`config.mk`:
```
export PLATFORM = sky130hd
export DESIGN_NAME = wb_window_decoder_flat
export DESIGN_NICKNAME = d
export VERILOG_FILES = /design/src/rtl/wb_window_decoder_pkg.sv /design/src/rtl/wb_window_decoder_if.sv /design/src/rtl/wb_window_match.sv /design/src/rtl/wb_window_decoder.sv /design/src/flat_wrapper.sv
export SDC_FILE = /design/constraint.sdc
export NUM_CORES = 1
export LEC_CHECK = 0
export BUFFER_PORTS_ARGS = -buffer_cell sky130_fd_sc_hd__buf_4
export CAP_MARGIN = 15
export CORE_MARGIN = 4
export CORE_UTILIZATION = 29
export DETAILED_ROUTE_END_ITERATION = 16
export GPL_TIMING_DRIVEN = 0
export PLACE_DENSITY_LB_ADDON = 0.05
export SYNTH_ARGS = -nofsm -noshare
export SYNTH_HDL_FRONTEND = slang
export SYNTH_SLANG_ARGS = --single-unit
```
`constraint.sdc`:
```
create_clock -name i_clk -period 3.7 [get_ports i_clk]
set_input_delay 0.74 -clock i_clk [delete_from_list [all_inputs] [get_ports i_clk]]
set_output_delay 0.74 -clock i_clk [all_outputs]
set_load 0.005 [all_outputs]
```
`src/rtl/wb_window_decoder_pkg.sv`:
```
// Shared definitions for the Wishbone window decoder.
// Holds the fault cause codes, the decoder FSM state encoding, and width
// helpers used by the top level and the window matcher.
package wb_window_decoder_pkg;

    typedef enum logic [1:0] {
        FAULT_NONE     = 2'b00,
        FAULT_UNMAPPED = 2'b01,
        FAULT_TIMEOUT  = 2'b10,
        FAULT_TGT_ERR  = 2'b11
    } fault_cause_e;

    typedef enum logic [1:0] {
        IDLE  = 2'b00,
        BUSY  = 2'b01,
        MISS  = 2'b10,
        ABORT = 2'b11
    } state_e;

    // Target index width; a single target still needs one bit.
    function automatic int idx_width(input int n);
        return (n > 1) ? $clog2(n) : 1;
    endfunction

    // Watchdog timer width; a disabled watchdog keeps a one-bit stub.
    function automatic int tmr_width(input int t);
        return (t > 0) ? $clog2(t + 1) : 1;
    endfunction

endpackage

```
`src/rtl/wb_window_decoder_if.sv`:
```
// Wishbone bundle around the window decoder.
// Master side (m_wb_*): request from the arbiter and the response back to it.
// Target side (s_wb_*): one-hot cyc/stb per target, broadcast request fields,
// per-target ack/err and a flat read-data vector (slice k = target k).
// Modport slave is the decoder's view; modport master is the environment's.
interface wb_window_decoder_if #(
    parameter int N_TGT  = 4,
    parameter int ADDR_W = 24,
    parameter int DATA_W = 16,
    parameter int SEL_W  = 2
);
    logic                    m_wb_cyc;
    logic                    m_wb_stb;
    logic                    m_wb_we;
    logic [ADDR_W-1:0]       m_wb_adr;
    logic [DATA_W-1:0]       m_wb_o_dat;
    logic [SEL_W-1:0]        m_wb_sel;
    logic                    m_wb_4_burst;
    logic                    m_wb_8_burst;
    logic                    m_wb_ack;
    logic                    m_wb_err;
    logic [DATA_W-1:0]       m_wb_i_dat;

    logic [N_TGT-1:0]        s_wb_cyc;
    logic [N_TGT-1:0]        s_wb_stb;
    logic                    s_wb_we;
    logic [ADDR_W-1:0]       s_wb_adr;
    logic [DATA_W-1:0]       s_wb_o_dat;
    logic [SEL_W-1:0]        s_wb_sel;
    logic                    s_wb_4_burst;
    logic                    s_wb_8_burst;
    logic [N_TGT-1:0]        s_wb_ack;
    logic [N_TGT-1:0]        s_wb_err;
    logic [N_TGT*DATA_W-1:0] s_wb_i_dat;

    modport slave (
        input  m_wb_cyc, m_wb_stb, m_wb_we, m_wb_adr, m_wb_o_dat, m_wb_sel,
               m_wb_4_burst, m_wb_8_burst,
        output m_wb_ack, m_wb_err, m_wb_i_dat,
        output s_wb_cyc, s_wb_stb, s_wb_we, s_wb_adr, s_wb_o_dat, s_wb_sel,
               s_wb_4_burst, s_wb_8_burst,
        input  s_wb_ack, s_wb_err, s_wb_i_dat
    );

    modport master (
        output m_wb_cyc, m_wb_stb, m_wb_we, m_wb_adr, m_wb_o_dat, m_wb_sel,
               m_wb_4_burst, m_wb_8_burst,
        input  m_wb_ack, m_wb_err, m_wb_i_dat,
        input  s_wb_cyc, s_wb_stb, s_wb_we, s_wb_adr, s_wb_o_dat, s_wb_sel,
               s_wb_4_burst, s_wb_8_burst,
        output s_wb_ack, s_wb_err, s_wb_i_dat
    );

endinterface

```
`src/rtl/wb_window_match.sv`:
```
// Base/mask address window comparator array with a priority encoder.
// Ports: adr (address to decode), hit (any window matched),
// idx (lowest-index matching window, 0 when no hit). Purely combinational.
module wb_window_match
    import wb_window_decoder_pkg::*;
#(
    parameter int                      N_TGT    = 4,
    parameter int                      ADDR_W   = 24,
    parameter logic [N_TGT*ADDR_W-1:0] TGT_BASE = '0,
    parameter logic [N_TGT*ADDR_W-1:0] TGT_MASK = '0
) (
    input  logic [ADDR_W-1:0]           adr,
    output logic                        hit,
    output logic [idx_width(N_TGT)-1:0] idx
);
    localparam int IDX_W = idx_width(N_TGT);

    always_comb begin
        hit = 1'b0;
        idx = '0;
        // Walk from the top down so the lowest matching index is the last
        // one written and therefore wins.
        for (int k = N_TGT - 1; k >= 0; k--) begin
            if ((adr & TGT_MASK[k*ADDR_W +: ADDR_W]) ==
                (TGT_BASE[k*ADDR_W +: ADDR_W] & TGT_MASK[k*ADDR_W +: ADDR_W])) begin
                hit = 1'b1;
                idx = k[IDX_W-1:0];
            end
        end
    end

endmodule

```
`src/rtl/wb_window_decoder.sv`:
```
// Wishbone target decoder with bus watchdog.
// Routes one master port to N_TGT targets chosen by base/mask windows, locks
// the chosen target for the whole cyc, and terminates unmapped or hung
// accesses with err. The first fault (cause + address) is held until cleared.
// Ports: i_clk, i_rst_n (async, active-low), bus (decoder side of the
// Wishbone bundle), i_fault_clr, o_fault_valid/o_fault_cause/o_fault_adr.
module wb_window_decoder
    import wb_window_decoder_pkg::*;
#(
    parameter int                      N_TGT    = 4,
    parameter int                      ADDR_W   = 24,
    parameter int                      DATA_W   = 16,
    parameter int                      SEL_W    = 2,
    parameter logic [N_TGT*ADDR_W-1:0] TGT_BASE = '0,
    parameter logic [N_TGT*ADDR_W-1:0] TGT_MASK = '0,
    parameter int                      TMO_CYC  = 255
) (
    input  logic                 i_clk,
    input  logic                 i_rst_n,
    wb_window_decoder_if.slave   bus,
    input  logic                 i_fault_clr,
    output logic                 o_fault_valid,
    output logic [1:0]           o_fault_cause,
    output logic [ADDR_W-1:0]    o_fault_adr
);
    localparam int              IDX_W   = idx_width(N_TGT);
    localparam int              TMR_W   = tmr_width(TMO_CYC);
    localparam logic [TMR_W-1:0] TMO_VAL = TMR_W'(TMO_CYC);
    localparam logic [TMR_W-1:0] TMR_MAX = '1;

    state_e              state, state_nxt;
    logic [IDX_W-1:0]    tsel;
    logic [TMR_W-1:0]    timer;
    logic                dec_hit;
    logic [IDX_W-1:0]    dec_idx;
    logic                req;
    logic                sel_ack, sel_err;
    logic [DATA_W-1:0]   sel_dat;
    logic                tmo_hit;
    logic                fwd;
    logic                fault_evt;
    fault_cause_e        fault_new;
    fault_cause_e        fault_cause;

    wb_window_match #(
        .N_TGT    (N_TGT),
        .ADDR_W   (ADDR_W),
        .TGT_BASE (TGT_BASE),
        .TGT_MASK (TGT_MASK)
    ) u_match (
        .adr (bus.m_wb_adr),
        .hit (dec_hit),
        .idx (dec_idx)
    );

    assign req = bus.m_wb_cyc & bus.m_wb_stb;

    // Response mux from the locked target.
    always_comb begin
        sel_ack = 1'b0;
        sel_err = 1'b0;
        sel_dat = '0;
        for (int k = 0; k < N_TGT; k++) begin
            if (tsel == k[IDX_W-1:0]) begin
                sel_ack = bus.s_wb_ack[k];
                sel_err = bus.s_wb_err[k];
                sel_dat = bus.s_wb_i_dat[k*DATA_W +: DATA_W];
            end
        end
    end

    // The timeout cycle withdraws the target strobes so a hung target cannot
    // race the err with a last-moment ack.
    assign tmo_hit = (TMO_CYC != 0) && (state == BUSY) && req && (timer == TMO_VAL);
    assign fwd     = (state == BUSY) && !tmo_hit;

    always_ff @(posedge i_clk or negedge i_rst_n) begin
        if (!i_rst_n) begin
            state <= IDLE;
        end else begin
            state <= state_nxt;
        end
    end

    always_comb begin
        state_nxt          = state;
        bus.s_wb_cyc       = '0;
        bus.s_wb_stb       = '0;
        bus.m_wb_ack       = fwd & sel_ack;
        bus.m_wb_err       = (fwd & sel_err) | tmo_hit | (state == MISS);
        bus.m_wb_i_dat     = fwd ? sel_dat : '0;
        // Broadcast fields are only driven while a target is selected so the
        // target side is quiet whenever no transfer is being forwarded.
        bus.s_wb_we        = fwd & bus.m_wb_we;
        bus.s_wb_adr       = fwd ? bus.m_wb_adr : '0;
        bus.s_wb_o_dat     = fwd ? bus.m_wb_o_dat : '0;
        bus.s_wb_sel       = fwd ? bus.m_wb_sel : {SEL_W{1'b0}};
        bus.s_wb_4_burst   = fwd & bus.m_wb_4_burst;
        bus.s_wb_8_burst   = fwd & bus.m_wb_8_burst;
        for (int k = 0; k < N_TGT; k++) begin
            if (fwd && (tsel == k[IDX_W-1:0])) begin
                bus.s_wb_cyc[k] = bus.m_wb_cyc;
                bus.s_wb_stb[k] = bus.m_wb_stb;
            end
        end
        case (state)
            IDLE:    if (req) state_nxt = dec_hit ? BUSY : MISS;
            BUSY:    if (tmo_hit) state_nxt = ABORT;
                     else if (!bus.m_wb_cyc) state_nxt = IDLE;
            MISS:    state_nxt = IDLE;
            ABORT:   if (!bus.m_wb_cyc) state_nxt = IDLE;
            default: state_nxt = IDLE;
        endcase
    end

    // Target lock and watchdog timer.
    always_ff @(posedge i_clk or negedge i_rst_n) begin
        if (!i_rst_n) begin
            tsel  <= '0;
            timer <= '0;
        end else if ((state == IDLE) && req && dec_hit) begin
            tsel  <= dec_idx;
            timer <= '0;
        end else if (state == BUSY) begin
            if (sel_ack || sel_err) begin
                timer <= '0;
            end else if (bus.m_wb_stb && (timer != TMR_MAX)) begin
                timer <= timer + 1'b1;
            end
        end
    end

    // Fault events are taken in the cycle the err is presented to the master.
    always_comb begin
        fault_evt = 1'b0;
        fault_new = FAULT_NONE;
        if (state == MISS) begin
            fault_evt = 1'b1;
            fault_new = FAULT_UNMAPPED;
        end else if (tmo_hit) begin
            fault_evt = 1'b1;
            fault_new = FAULT_TIMEOUT;
        end else if (fwd && sel_err) begin
            fault_evt = 1'b1;
            fault_new = FAULT_TGT_ERR;
        end
    end

    // A clear coinciding with a new fault lets the new fault in.
    always_ff @(posedge i_clk or negedge i_rst_n) begin
        if (!i_rst_n) begin
            o_fault_valid <= 1'b0;
            fault_cause   <= FAULT_NONE;
            o_fault_adr   <= '0;
        end else if (fault_evt && (!o_fault_valid || i_fault_clr)) begin
            o_fault_valid <= 1'b1;
            fault_cause   <= fault_new;
            o_fault_adr   <= bus.m_wb_adr;
        end else if (i_fault_clr) begin
            o_fault_valid <= 1'b0;
            fault_cause   <= FAULT_NONE;
            o_fault_adr   <= '0;
        end
    end

    assign o_fault_cause = fault_cause;

endmodule

```
`src/flat_wrapper.sv`:
```
// flat-port wrapper written by rule: the top's interface ports become plain ports
module wb_window_decoder_flat import wb_window_decoder_pkg::*;
#(
    parameter int                      N_TGT    = 4,
    parameter int                      ADDR_W   = 24,
    parameter int                      DATA_W   = 16,
    parameter int                      SEL_W    = 2,
    parameter logic [N_TGT*ADDR_W-1:0] TGT_BASE = '0,
    parameter logic [N_TGT*ADDR_W-1:0] TGT_MASK = '0,
    parameter int                      TMO_CYC  = 255
)
  (i_clk, i_rst_n, i_fault_clr, o_fault_valid, o_fault_cause, o_fault_adr, bus_m_wb_cyc, bus_m_wb_stb, bus_m_wb_we, bus_m_wb_adr, bus_m_wb_o_dat, bus_m_wb_sel, bus_m_wb_4_burst, bus_m_wb_8_burst, bus_m_wb_ack, bus_m_wb_err, bus_m_wb_i_dat, bus_s_wb_cyc, bus_s_wb_stb, bus_s_wb_we, bus_s_wb_adr, bus_s_wb_o_dat, bus_s_wb_sel, bus_s_wb_4_burst, bus_s_wb_8_burst, bus_s_wb_ack, bus_s_wb_err, bus_s_wb_i_dat);
  wb_window_decoder_if #(.N_TGT(N_TGT), .ADDR_W(ADDR_W), .DATA_W(DATA_W), .SEL_W(SEL_W)) bus_i ();
  input  logic i_clk;
  input  logic i_rst_n;
  input  logic i_fault_clr;
  output logic o_fault_valid;
  output logic [1:0] o_fault_cause;
  output logic [ADDR_W-1:0] o_fault_adr;
  input wire logic [$bits(bus_i.m_wb_cyc)-1:0] bus_m_wb_cyc;
  input wire logic [$bits(bus_i.m_wb_stb)-1:0] bus_m_wb_stb;
  input wire logic [$bits(bus_i.m_wb_we)-1:0] bus_m_wb_we;
  input wire logic [$bits(bus_i.m_wb_adr)-1:0] bus_m_wb_adr;
  input wire logic [$bits(bus_i.m_wb_o_dat)-1:0] bus_m_wb_o_dat;
  input wire logic [$bits(bus_i.m_wb_sel)-1:0] bus_m_wb_sel;
  input wire logic [$bits(bus_i.m_wb_4_burst)-1:0] bus_m_wb_4_burst;
  input wire logic [$bits(bus_i.m_wb_8_burst)-1:0] bus_m_wb_8_burst;
  output wire logic [$bits(bus_i.m_wb_ack)-1:0] bus_m_wb_ack;
  output wire logic [$bits(bus_i.m_wb_err)-1:0] bus_m_wb_err;
  output wire logic [$bits(bus_i.m_wb_i_dat)-1:0] bus_m_wb_i_dat;
  output wire logic [$bits(bus_i.s_wb_cyc)-1:0] bus_s_wb_cyc;
  output wire logic [$bits(bus_i.s_wb_stb)-1:0] bus_s_wb_stb;
  output wire logic [$bits(bus_i.s_wb_we)-1:0] bus_s_wb_we;
  output wire logic [$bits(bus_i.s_wb_adr)-1:0] bus_s_wb_adr;
  output wire logic [$bits(bus_i.s_wb_o_dat)-1:0] bus_s_wb_o_dat;
  output wire logic [$bits(bus_i.s_wb_sel)-1:0] bus_s_wb_sel;
  output wire logic [$bits(bus_i.s_wb_4_burst)-1:0] bus_s_wb_4_burst;
  output wire logic [$bits(bus_i.s_wb_8_burst)-1:0] bus_s_wb_8_burst;
  input wire logic [$bits(bus_i.s_wb_ack)-1:0] bus_s_wb_ack;
  input wire logic [$bits(bus_i.s_wb_err)-1:0] bus_s_wb_err;
  input wire logic [$bits(bus_i.s_wb_i_dat)-1:0] bus_s_wb_i_dat;
  assign bus_i.m_wb_cyc = bus_m_wb_cyc;
  assign bus_i.m_wb_stb = bus_m_wb_stb;
  assign bus_i.m_wb_we = bus_m_wb_we;
  assign bus_i.m_wb_adr = bus_m_wb_adr;
  assign bus_i.m_wb_o_dat = bus_m_wb_o_dat;
  assign bus_i.m_wb_sel = bus_m_wb_sel;
  assign bus_i.m_wb_4_burst = bus_m_wb_4_burst;
  assign bus_i.m_wb_8_burst = bus_m_wb_8_burst;
  assign bus_m_wb_ack = bus_i.m_wb_ack;
  assign bus_m_wb_err = bus_i.m_wb_err;
  assign bus_m_wb_i_dat = bus_i.m_wb_i_dat;
  assign bus_s_wb_cyc = bus_i.s_wb_cyc;
  assign bus_s_wb_stb = bus_i.s_wb_stb;
  assign bus_s_wb_we = bus_i.s_wb_we;
  assign bus_s_wb_adr = bus_i.s_wb_adr;
  assign bus_s_wb_o_dat = bus_i.s_wb_o_dat;
  assign bus_s_wb_sel = bus_i.s_wb_sel;
  assign bus_s_wb_4_burst = bus_i.s_wb_4_burst;
  assign bus_s_wb_8_burst = bus_i.s_wb_8_burst;
  assign bus_i.s_wb_ack = bus_s_wb_ack;
  assign bus_i.s_wb_err = bus_s_wb_err;
  assign bus_i.s_wb_i_dat = bus_s_wb_i_dat;
  wb_window_decoder #(.N_TGT(N_TGT), .ADDR_W(ADDR_W), .DATA_W(DATA_W), .SEL_W(SEL_W), .TGT_BASE(TGT_BASE), .TGT_MASK(TGT_MASK), .TMO_CYC(TMO_CYC)) u_core (.i_clk(i_clk), .i_rst_n(i_rst_n), .bus(bus_i), .i_fault_clr(i_fault_clr), .o_fault_valid(o_fault_valid), .o_fault_cause(o_fault_cause), .o_fault_adr(o_fault_adr));
endmodule
```
==> results of run 1 <==
-- cells in the mapped netlist, types with 3 or more instances --
cell / n / area (µm²)
and3_1: 66 / 412.9
dfrtp_1: 37 / 925.9
a22o_1: 24 / 210.2
clkbuf_1: 13 / 48.80
nand2_1: 9 / 33.78
a21oi_1: 6 / 30.03
buf_4: 6 / 45.04
nand2b_1: 6 / 37.54
o21ai_0: 6 / 30.03
buf_2: 5 / 25.02
nand3_1: 4 / 20.02
a31oi_1: 3 / 18.77
nor2_1: 3 / 11.26
nor2b_1: 3 / 18.77
or3_1: 3 / 18.77
-- power groups by stage --
stage | combinational, mW | sequential (mW) | clock [mW]
after floorplan | 0.0959 | 0.448 | 0
after global placement | 0.277 | 0.446 | 0
after detailed placement | 0.275 | 0.447 | 0
after CTS | 0.277 | 0.439 | 0.377
after global routing | 0.301 | 0.443 | 0.393
final | 0.274 | 0.439 | 0.366
-- metrics by stage --
| stage | instance area (µm²) | setup slack [ps] | total power [mW] |
|---|---|---|---|
| finish | 3593 | 708.5 | 1.079 |
| global route | 3593 | 521.9 | 1.136 |
| CTS | 3593 | 684.2 | 1.093 |
| detailed placement | 3477 | 773.4 | 0.7225 |
| global placement | 3477 | 779.1 | 0.7233 |
| floorplan | 2160 | 1223 | 0.5442 |
-- cell type report --
| cell class | count | area (µm²) |
|---|---|---|
| multi-input combinational | 164 | 1089 |
| clock buffer | 7 | 86.33 |
| clock inverter | 1 | 30.03 |
| timing repair buffer | 159 | 1194 |
| buffer | 26 | 141.4 |
| inverter | 1 | 3.754 |
| sequential | 37 | 925.9 |
| tap | 99 | 123.9 |
| fill | 711 | 3621 |
-- critical path, cell delays in order, from the launching register on --
cell and delay (ps):
dfrtp_1 320, buf_2 190, nor2b_1 250, clkbuf_1 430
clkbuf_1 420, and3_1 230, buf_4 130
-- per-layer routing --
metal / up-vias / share of wire / GRT usage
li1: 1164 / - / -
met1: 1083 / 0.46 / 0.2431
met2: 77 / 0.46 / 0.2519
met3: 6 / 0.066 / 0.03766
met4: 0 / 0.010 / 0.05174
met5: - / 0 / 0
-- path summary, 6_finish.rpt --
check,endpoint,slack (ps),cells past startpoint
setup reg to reg,u_core.o_fault_adr[5]$_DFFE_PN0P_,1820,6
min in group i_clk,u_core.timer[7]$_DFFE_PN0P_,490,1
hold / removal,u_core.o_fault_adr[11]$_DFFE_PN0P_,400,1
hold reg to reg,u_core.timer[7]$_DFFE_PN0P_,490,1
max in group asynchronous,u_core.o_fault_adr[4]$_DFFE_PN0P_,2960,1
setup / recovery,bus_s_wb_adr[4],710,6
-- cells by family after synthesis --
logic type,share of synthesized area
adders and majority gates,0.005844
DFF,0.4325
other,0.001752
buffers and inverters,0.06779
AOI/OAI and AO/OA,0.1894
and+or+nand+nor,0.3028
-- registers in the layout, summed over array words and instances, names as in the netlist --
name / count
u_core.o_fault_adr: 24
u_core.o_fault_cause: 2
u_core.o_fault_valid: 1
u_core.state: 2
u_core.timer: 8
==> run metrics, run 1 <==
setup TNS=0 ps; Slew HR=0.6546; port bufs=159; routed vias/inst=4.717; average routed wire per standard cell=15.63 µm; cts hold-fix bufs=0; Switching Share=0.2502; most frequent cells in the layout=buf_4 (165), and3_1 (66), dfrtp_1 (37), a22o_1 (24), clkbuf_1 (14); Seq/Total Area, Yosys=0.4325; H-tree depth=2; CTS clk-pin slew, worst paths=80 ps; clk_lat worst skew=290 ps; HPWL Detailed=5960 µm; DR DRC count=0; largest net degree at the start of global routing=38; Sw Pwr=0.2699 mW; vias in the first global route=2122; Bufs on Longest Clock Path=2; sequential power share=0.407; Layout area overhead=67.86%; unrepaired setup endpoints after global routing=false; global-route congestion overflow total=0; row count=31; most common cell after layout, fill and taps aside=buf_4; Antenna Nets Post-Route=0; Power Density=300.2 nW/µm²; Post-synth EDFFs=0; core area=7214 µm²; Most used DFF post-synth=dfrtp_1; status=finished, final reports clean; Post-Layout Cell Count=494; Die Wd=93.92 µm; max cap viols=0; Seq cells post-synth=37; Tcrit/Tclk final=0.8085; Max Fclk=334.3 MHz; Ys Warns=0; vias=2330; Ports=220; share of layout cells above drive strength 1=0.4709; CTS buffer count=5; Crit path required time=2960 ps; height of the die=93.92 µm; Worst Setup Start Kind=register; Synth Cell Area=2141 µm²; setup bufs post-CTS=0; reg-to-reg startpoint=u_core.timer[0]$_DFFE_PN0P_; Root Buffer=clkbuf_8; PostCTS Resize Cnt=0; gpl congestion=0.7353; die area=8821 µm²; share of the core filled with cells=0.4981; CP Max Fanout=10; clock skew=6.916 ps; Cell Int Power=0.8089 mW; global-route wire length before repair=11800 µm; Final Max Slew Viols=0; combinational fraction of design power=0.254; Synth cell types=38; drt pass-1 iters=4; Hold Vio Cnt, Final=0; Final Setup Violations=0; Syn Inst Count=223; 1st-iter DRT viols=69; clock share of power=0.339; CP arrival=2250 ps; Crit Path Class=reg2out; Final Net Count=517; placed cell count=486; Fin Hold WS=395.3 ps; Worst Setup SP=u_core.state[0]$_DFFE_PN0P_; Starting Density=0.2967; Peak VDD IR=0.1573 mV; Critical Path End Type=output pin; async set-reset flop share out of synthesis=1.000; CTS tree=done; Final min period=2992 ps; antenna diode count=0; Tightest Pin Transition=517.1 ps; Total Routing Usage GR=0.1691; initial antenna violation count=0; Avg Synthesized Cell Area=9.600 µm²; TritonCTS Sinks=37; Leak=2.044 nW; Routed WL=7721 µm; HP Class=in2async
(Power assumes the default switching activity.)
==> inputs of run 2 (changes only) <==
- clock period: 3.7 -> 2.67 ns (I/O delays scaled with it)
==> run 2 against run 1 <==
  * Core utilization up 1.1 points
  * Worst hold slack got worse by 200 ps
  * Register-to-register slack got worse by 1000 ps
  * Wire length is 0.26% higher
  * Setup slack worse by 600 ps
  * Sequential power increased by 38%
  * Cell count grew 0.81%
==> run metrics, run 2 (synthesis gave the netlist of run 1 again) <==
status=finished, final reports clean (unchanged); total power=1.498 mW (was 1.079 mW); Worst Setup Start Kind=register (unchanged); placed cell count=486 (unchanged); Starting Density=0.2967 (unchanged); Root Buffer=clkbuf_8 (unchanged); Peak VDD IR=0.2180 mV (was 0.1573 mV); Total Routing Usage GR=0.1695 (was 0.1691); CP arrival=2020 ps (was 2250 ps); Critical Path End Type=output pin (unchanged); CP max stage cell=or3_4 (was clkbuf_1); share of layout cells above drive strength 1=0.5038 (was 0.4709); Buf/Inv on CP=3 (was 4); CTS clk-pin slew, worst paths=80 ps (about the same); H-tree depth=2 (unchanged); Slew HR=0.6404 (was 0.6546); max reg flops=24 (unchanged); antenna diode count=0 (unchanged); Worst Setup SP=u_core.timer[1]$_DFFE_PN0P_ (was u_core.state[0]$_DFFE_PN0P_); Layout area overhead=71.54% (was 67.86%); HP Class=in2async (unchanged); vias=2343 (was 2330); 1st-iter DRT viols=73 (was 69); clk_lat worst skew=290 ps (about the same); global-route wire length before repair=11820 µm (was 11800 µm); CP cell instances=ha_4 > nand3_4 > or3_4 > buf_6 > buf_2 > and3_1 > buf_4 (was buf_2 > nor2b_1 > clkbuf_1 > clkbuf_1 > and3_1 > buf_4); reg-to-reg startpoint=u_core.state[0]$_DFFE_PN0P_ (was u_core.timer[0]$_DFFE_PN0P_); port bufs=159 (unchanged); setup TNS=0 ps (unchanged); largest registers=u_core.o_fault_adr: 24 flops, u_core.timer: 8 flops (unchanged); TritonCTS Sinks=37 (unchanged); reg-to-reg slack, setup=780 ps (was 1820 ps); Bufs on Longest Clock Path=2 (unchanged); DR DRC count=0 (unchanged); Routed WL=7741 µm (was 7721 µm); Fin Hold WS=191.2 ps (was 395.3 ps); drt pass-1 iters=4 (unchanged); most frequent cells in the layout=buf_4 (169), and3_1 (66), dfrtp_1 (37), a22o_1 (24), nand2_1 (9) (was buf_4 (165), and3_1 (66), dfrtp_1 (37), a22o_1 (24), clkbuf_1 (14)); Worst Reg-to-Reg Cells=6 (unchanged); most common cell after layout, fill and taps aside=buf_4 (unchanged); CTS tree=done (unchanged); cts hold-fix bufs=0 (unchanged); vias in the first global route=2120 (was 2122); largest net degree at the start of global routing=38 (unchanged); routed vias/inst=4.705 (was 4.717); filler instances=699 (was 711); Final Max Slew Viols=0 (unchanged); share of the core filled with cells=0.5090 (was 0.4981); row count=31 (unchanged); height of the die=93.92 µm (unchanged); Die Wd=93.92 µm (unchanged); Top delay family on crit path=simple AND/OR/NAND/NOR gates (was buffers and inverters); core area=7214 µm² (unchanged); Most flops, register=u_core.o_fault_adr (unchanged); Final Net Count=521 (was 517); Leak=2.093 nW (was 2.044 nW); Hold Vio Cnt, Final=0 (unchanged); Power Density=408.0 nW/µm² (was 300.2 nW/µm²); Antenna Nets Post-Route=0 (unchanged); Crit Path Class=reg2out (unchanged); gpl congestion=0.7353 (unchanged); CTS buffer count=5 (unchanged); Ports=220 (unchanged); Tcrit/Tclk final=0.9577; average routed wire per standard cell=15.54 µm (was 15.63 µm); max incr delay on CP=420 ps (was 430 ps); Crit path required time=2140 ps (was 2960 ps); clock skew=8.136 ps (was 6.916 ps); HPWL Detailed=5960 µm (unchanged); global-route congestion overflow total=0 (unchanged); Post-Layout Cell Count=498 (was 494); Final min period=2557 ps; max cap viols=0 (unchanged); Worst R2R End=u_core.o_fault_adr[9]$_DFFE_PN0P_ (was u_core.o_fault_adr[5]$_DFFE_PN0P_); initial antenna violation count=0 (unchanged); Max Fclk=391.1 MHz; Final Setup Violations=0 (unchanged); die area=8821 µm² (unchanged); CP Max Fanout=10 (unchanged); Tightest Pin Transition=538.5 ps (was 517.1 ps)
==> run 2: cell types whose count changed in the layout (fill, tap and decap cells not counted), sizes merged <==
cell and change:
clkbuf -4, buf +8
==> run 2: area by class of cell <==
class	count	area, µm²	area share
Buffer	26	165.2	0.04497
Clock buffer	7	86.33	0.02351
Clock inverter	1	30.03	0.008177
Inverter	1	3.754	0.001022
Multi-Input combinational cell	164	1101	0.2998
Sequential cell	37	925.9	0.2521
Tap cell	99	123.9	0.03373
Timing Repair Buffer	163	1236	0.3366
==> run 2: routing by layer <==
layer / GRT usage / wire [µm]
met4: 0.05174 / 99
met1: 0.2441 / 3541
met5: 0 / 0
met3: 0.03766 / 531
met2: 0.2519 / 3568
==> run 2: worst max-delay path by stage <==
| stage | cells after the start | end |
|---|---|---|
| floorplan | 6 | bus_m_wb_i_dat[0] |
| CTS | 7 | bus_s_wb_o_dat[4] |
| detailed placement | 7 | bus_s_wb_adr[17] |
| finish | 7 | bus_m_wb_i_dat[8] |
| global route | 6 | bus_m_wb_i_dat[3] |
| global placement | 7 | bus_s_wb_adr[17] |
==> run 2: power breakdown <==
part / switching [mW] / internal [mW]
registers: 0.0172 / 0.591
logic: 0.155 / 0.226
clock network: 0.204 / 0.305
total: 0.376 / 1.12
==> run 2: metrics by stage <==
step	worst slack, ps	area (µm²)
final	112.9	3672
after global routing	-3.385	3672
after CTS	12.69	3640
after detailed placement	155.4	3477
after global placement	161.1	3477
after floorplan	544.7	2160
==> run 2: what timing repair did <==
item                                    4_1_cts  5_1_grt
buffers inserted                              2        2
resized for setup                             9       17
endpoints found under the setup margin       42       60
pin swaps                                     2        2
==> inputs of run 3 (changes only) <==
- CORE_ASPECT_RATIO: unset -> 0.6
- SYNTH_HIERARCHICAL: unset -> 1
==> run 3 against run 2 <==
  * Register-to-register slack worse by 340 ps
  * Power up 58%
  * Combinational power grew to 2.5 times the previous value
  * Sequential cell count rose by 2
  * Clock-buffer cell count fell by 2
  * Wire length up 38%
  * Clock power grew 32%
  * Core utilization rose by 2.3 points
  * Global-route usage increased by 2.1 points
  * Cell count increased by 19%
  * Critical endpoint is now bus_m_wb_err
  * Largest cell class unchanged
==> run metrics, run 3 <==
CP arrival=1990 ps (was 2020 ps); sequential power share=0.308 (was 0.406); Tightest Pin Transition=767.7 ps (was 538.5 ps); Cell Int Power=1.680 mW (was 1.122 mW); Final min period=2523 ps (was 2557 ps); Bufs on Longest Clock Path=2 (unchanged); Most used DFF post-synth=dfrtp_1 (unchanged); max incr delay on CP=560 ps (was 420 ps); CTS tree=done (unchanged); Peak VDD IR=0.2986 mV (was 0.2180 mV); height of the die=82.45 µm (was 93.92 µm); setup bufs post-CTS=0 (was 2); Synth cell types=42 (was 38); CP cell instances=buf_6 > mux4_2 > a41o_1 > a21oi_4 > inv_2 > buf_4 (was ha_4 > nand3_4 > or3_4 > buf_6 > buf_2 > and3_1 > buf_4); Syn Inst Count=257 (was 223); HPWL Detailed=8926 µm (was 5960 µm); Ys Warns=6 (was 0); clock skew=3.570 ps (was 8.136 ps); average routed wire per standard cell=18.02 µm (was 15.54 µm); share of layout cells above drive strength 1=0.6017 (was 0.5038); Max Fclk=396.4 MHz (was 391.1 MHz); most frequent cells in the layout=buf_4 (221), and2_1 (62), dfrtp_1 (37), mux4_2 (17), a22o_2 (15) (was buf_4 (169), and3_1 (66), dfrtp_1 (37), a22o_1 (24), nand2_1 (9)); DR DRC count=0 (unchanged); Root Buffer=clkbuf_16 (was clkbuf_8); area occupied by multi-input gates=1573 µm² (was 1101 µm²); cts hold-fix bufs=0 (unchanged); global-route wire length before repair=16290 µm (was 11820 µm); Most flops, register=u_core/o_fault_adr (was u_core.o_fault_adr); antenna diode count=0 (unchanged); Sw Pwr=0.6876 mW (was 0.3761 mW); total power=2.368 mW (was 1.498 mW); cell type contributing the most total cell area after synthesis=dfrtp_1 (unchanged); core area=8751 µm² (was 7214 µm²); Worst Setup Start Kind=register (unchanged); H-tree depth=2 (unchanged); unrepaired setup endpoints after global routing=false; row count=26 (was 31); Top delay family on crit path=multiplexers (was simple AND/OR/NAND/NOR gates); most frequent cells after synthesis=and2_1 (62), dfrtp_1 (39), clkbuf_1 (17), mux4_2 (17), a22o_2 (15) (was and3_1 (66), dfrtp_1 (37), a22o_1 (24), clkbuf_1 (13), nand2_1 (9)); largest net degree at the start of global routing=40 (was 38); CTS clk-pin slew, worst paths=60 ps (was 80 ps); Tcrit/Tclk final=0.9448 (was 0.9577); Antenna Nets Post-Route=0 (unchanged); Final Max Slew Viols=0 (unchanged); vias=2826 (was 2343); Leak=2.381 nW (was 2.093 nW); count leader, synth=and2_1 (was and3_1); most area-consuming cells after synthesis=dfrtp_1 (36%), and2_1 (14%), mux4_2 (14%) (was dfrtp_1 (43%), and3_1 (19%), a22o_1 (9.8%)); 1st-iter DRT viols=181 (was 73); Avg Synthesized Cell Area=10.42 µm² (was 9.600 µm²); Layout area overhead=73.94% (was 71.54%); vias in the first global route=3020 (was 2120); CTS buffer count=5 (unchanged); Seq/Total Area, Yosys=0.3643 (was 0.4325); gpl congestion=0.8670 (was 0.7353); Synth Cell Area=2679 µm² (was 2141 µm²); clk_lat worst skew=270 ps (was 290 ps); Post-synth EDFFs=0 (unchanged); routed vias/inst=4.758 (was 4.705); max cap viols=0 (unchanged); Hold Vio Cnt, Final=0 (unchanged); global-route congestion overflow total=0 (unchanged); initial antenna violation count=0 (unchanged); Starting Density=0.3061 (was 0.2967); placed cell count=587 (was 486); Seq cells post-synth=39 (was 37); HP Class=in2async (unchanged); clock share of power=0.284 (was 0.339); Critical Path End Type=output pin (unchanged); port bufs=217 (was 159); Final Setup Violations=0 (unchanged); Slew HR=0.4828 (was 0.6404); Ports=220 (unchanged); filler instances=833 (was 699); Routed WL=10710 µm (was 7741 µm); most common cell after layout, fill and taps aside=buf_4 (unchanged); async set-reset flop share out of synthesis=1.000 (unchanged); TritonCTS Sinks=39 (was 37); Buf/Inv on CP=3 (unchanged); die area=10890 µm² (was 8821 µm²); drt pass-1 iters=4 (unchanged); register area=978.4 µm² (was 925.9 µm²); PostCTS Resize Cnt=8 (was 9); Crit Path Class=reg2out (unchanged); Total Routing Usage GR=0.1905 (was 0.1695); status=finished, final reports clean (unchanged); max reg flops=24 (unchanged); post-synth top area share=0.3643 (was 0.4325); CP max stage cell=mux4_2 (was or3_4); largest registers=u_core/o_fault_adr: 24 flops, u_core/timer: 8 flops (was u_core.o_fault_adr: 24 flops, u_core.timer: 8 flops); Die Wd=132.1 µm (was 93.92 µm); Power Density=508.2 nW/µm² (was 408.0 nW/µm²); combinational fraction of design power=0.408 (was 0.255); Switching Share=0.2904 (was 0.2510); Final Net Count=604 (was 521); Post-Layout Cell Count=594 (was 498); Crit path required time=2140 ps (about the same); CP Max Fanout=7 (was 10)
## run 3: cell count changes in the layout (fill, tap and decap cells not counted), sizes merged, moves of 3 or more
cell	change
and3	-63
xor2	+3
nor3	+4
buf	+47
or3	-3
and2	+60
inv	+4
nor2	+9
conb	-3
clkbuf	+4
mux4	+18
nand2b	-3
## run 3: worst reg2reg max path: stages (launching register included)
cell and delay [ps]:
dfrtp_1 330, buf_6 140, mux4_2 560, a41o_1 300, a21oi_4 170, inv_2 70, a21oi_4 260, buf_6 180
a22o_1 150
## run 3: layout make-up
type,count,share of cell area
plain buffers,25,0.03249
clock buffers,5,0.02685
clock inverters,3,0.009398
inverters,5,0.004028
multi-input cells,188,0.3375
flip-flops and latches,39,0.2100
well taps,112,0.03008
repair buffers,217,0.3496
## run 3: layer usage
metal / share of wire / global-route usage / vias to the layer above
met1: 0.41 / 0.2338 / 1348
met2: 0.48 / 0.3160 / 103
li1: - / - / 1373
met3: 0.11 / 0.08898 / 2
met5: 0 / 0 / -
met4: 0.0041 / 0.03145 / 0
## run 3: kinds of logic (layout without fill, tap and decap cells)
group                    Yosys count  count (layout)  share of synthesized area
multiplexers                      20              20                     0.1611
buffers and inverters             31             255                    0.05744
AND/OR/NAND/NOR                  111             111                     0.2405
AO/OA/AOI/OAI                     49              49                     0.1560
XOR/XNOR                           4               4                    0.01308
other                              2               3                   0.002803
flip-flops                        39              39                     0.3643
adder cells (fa/ha/maj)            1               1                   0.004670
## run 3: worst paths after layout
| check | from | to | slack, ps | cells past startpoint |
|---|---|---|---|---|
| max | u_core/tsel[0]$_DFFE_PN0N_ | bus_m_wb_err | 150 | 6 |
| min | i_rst_n | u_core/o_fault_cause[1]$_DFFE_PN0P_ | 230 | 1 |
| max reg2reg | u_core/tsel[0]$_DFFE_PN0N_ | u_core/o_fault_adr[10]$_DFFE_PN0P_ | 440 | 8 |
| min reg2reg | u_core/o_fault_adr[0]$_DFFE_PN0P_ | u_core/o_fault_adr[0]$_DFFE_PN0P_ | 500 | 1 |
| max in group asynchronous | i_rst_n | u_core/timer[3]$_DFFE_PN0P_ | 2080 | 1 |
| min in group i_clk | bus_m_wb_adr[11] | u_core/o_fault_adr[11]$_DFFE_PN0P_ | 480 | 2 |
## run 3: power by group through the flow
stage / clock network [mW] / logic, mW / registers [mW]
finish: 0.673 / 0.966 / 0.730
global route: 0.722 / 1.06 / 0.745
CTS: 0.693 / 0.973 / 0.726
detailed placement: 0 / 0.969 / 0.733
global placement: 0 / 0.960 / 0.735
floorplan: 0 / 0.496 / 0.736
## run 3: through the flow
step / hold slack (ps) / TNS (ps) / setup WS (ps) / instance area, µm² / util
floorplan: 238.4 / 0 / 429.7 / 2683 / -
global placement: 489.2 / -1545 / -74.91 / 4452 / 0.5087
detailed placement: 493.0 / -2611 / -97.92 / 4452 / 0.5087
CTS: 245.3 / 0 / 0.08682 / 4629 / 0.5290
global route: 269.8 / 0 / 16.98 / 4659 / 0.5325
finish: 225.3 / 0 / 147.4 / 4659 / 0.5325
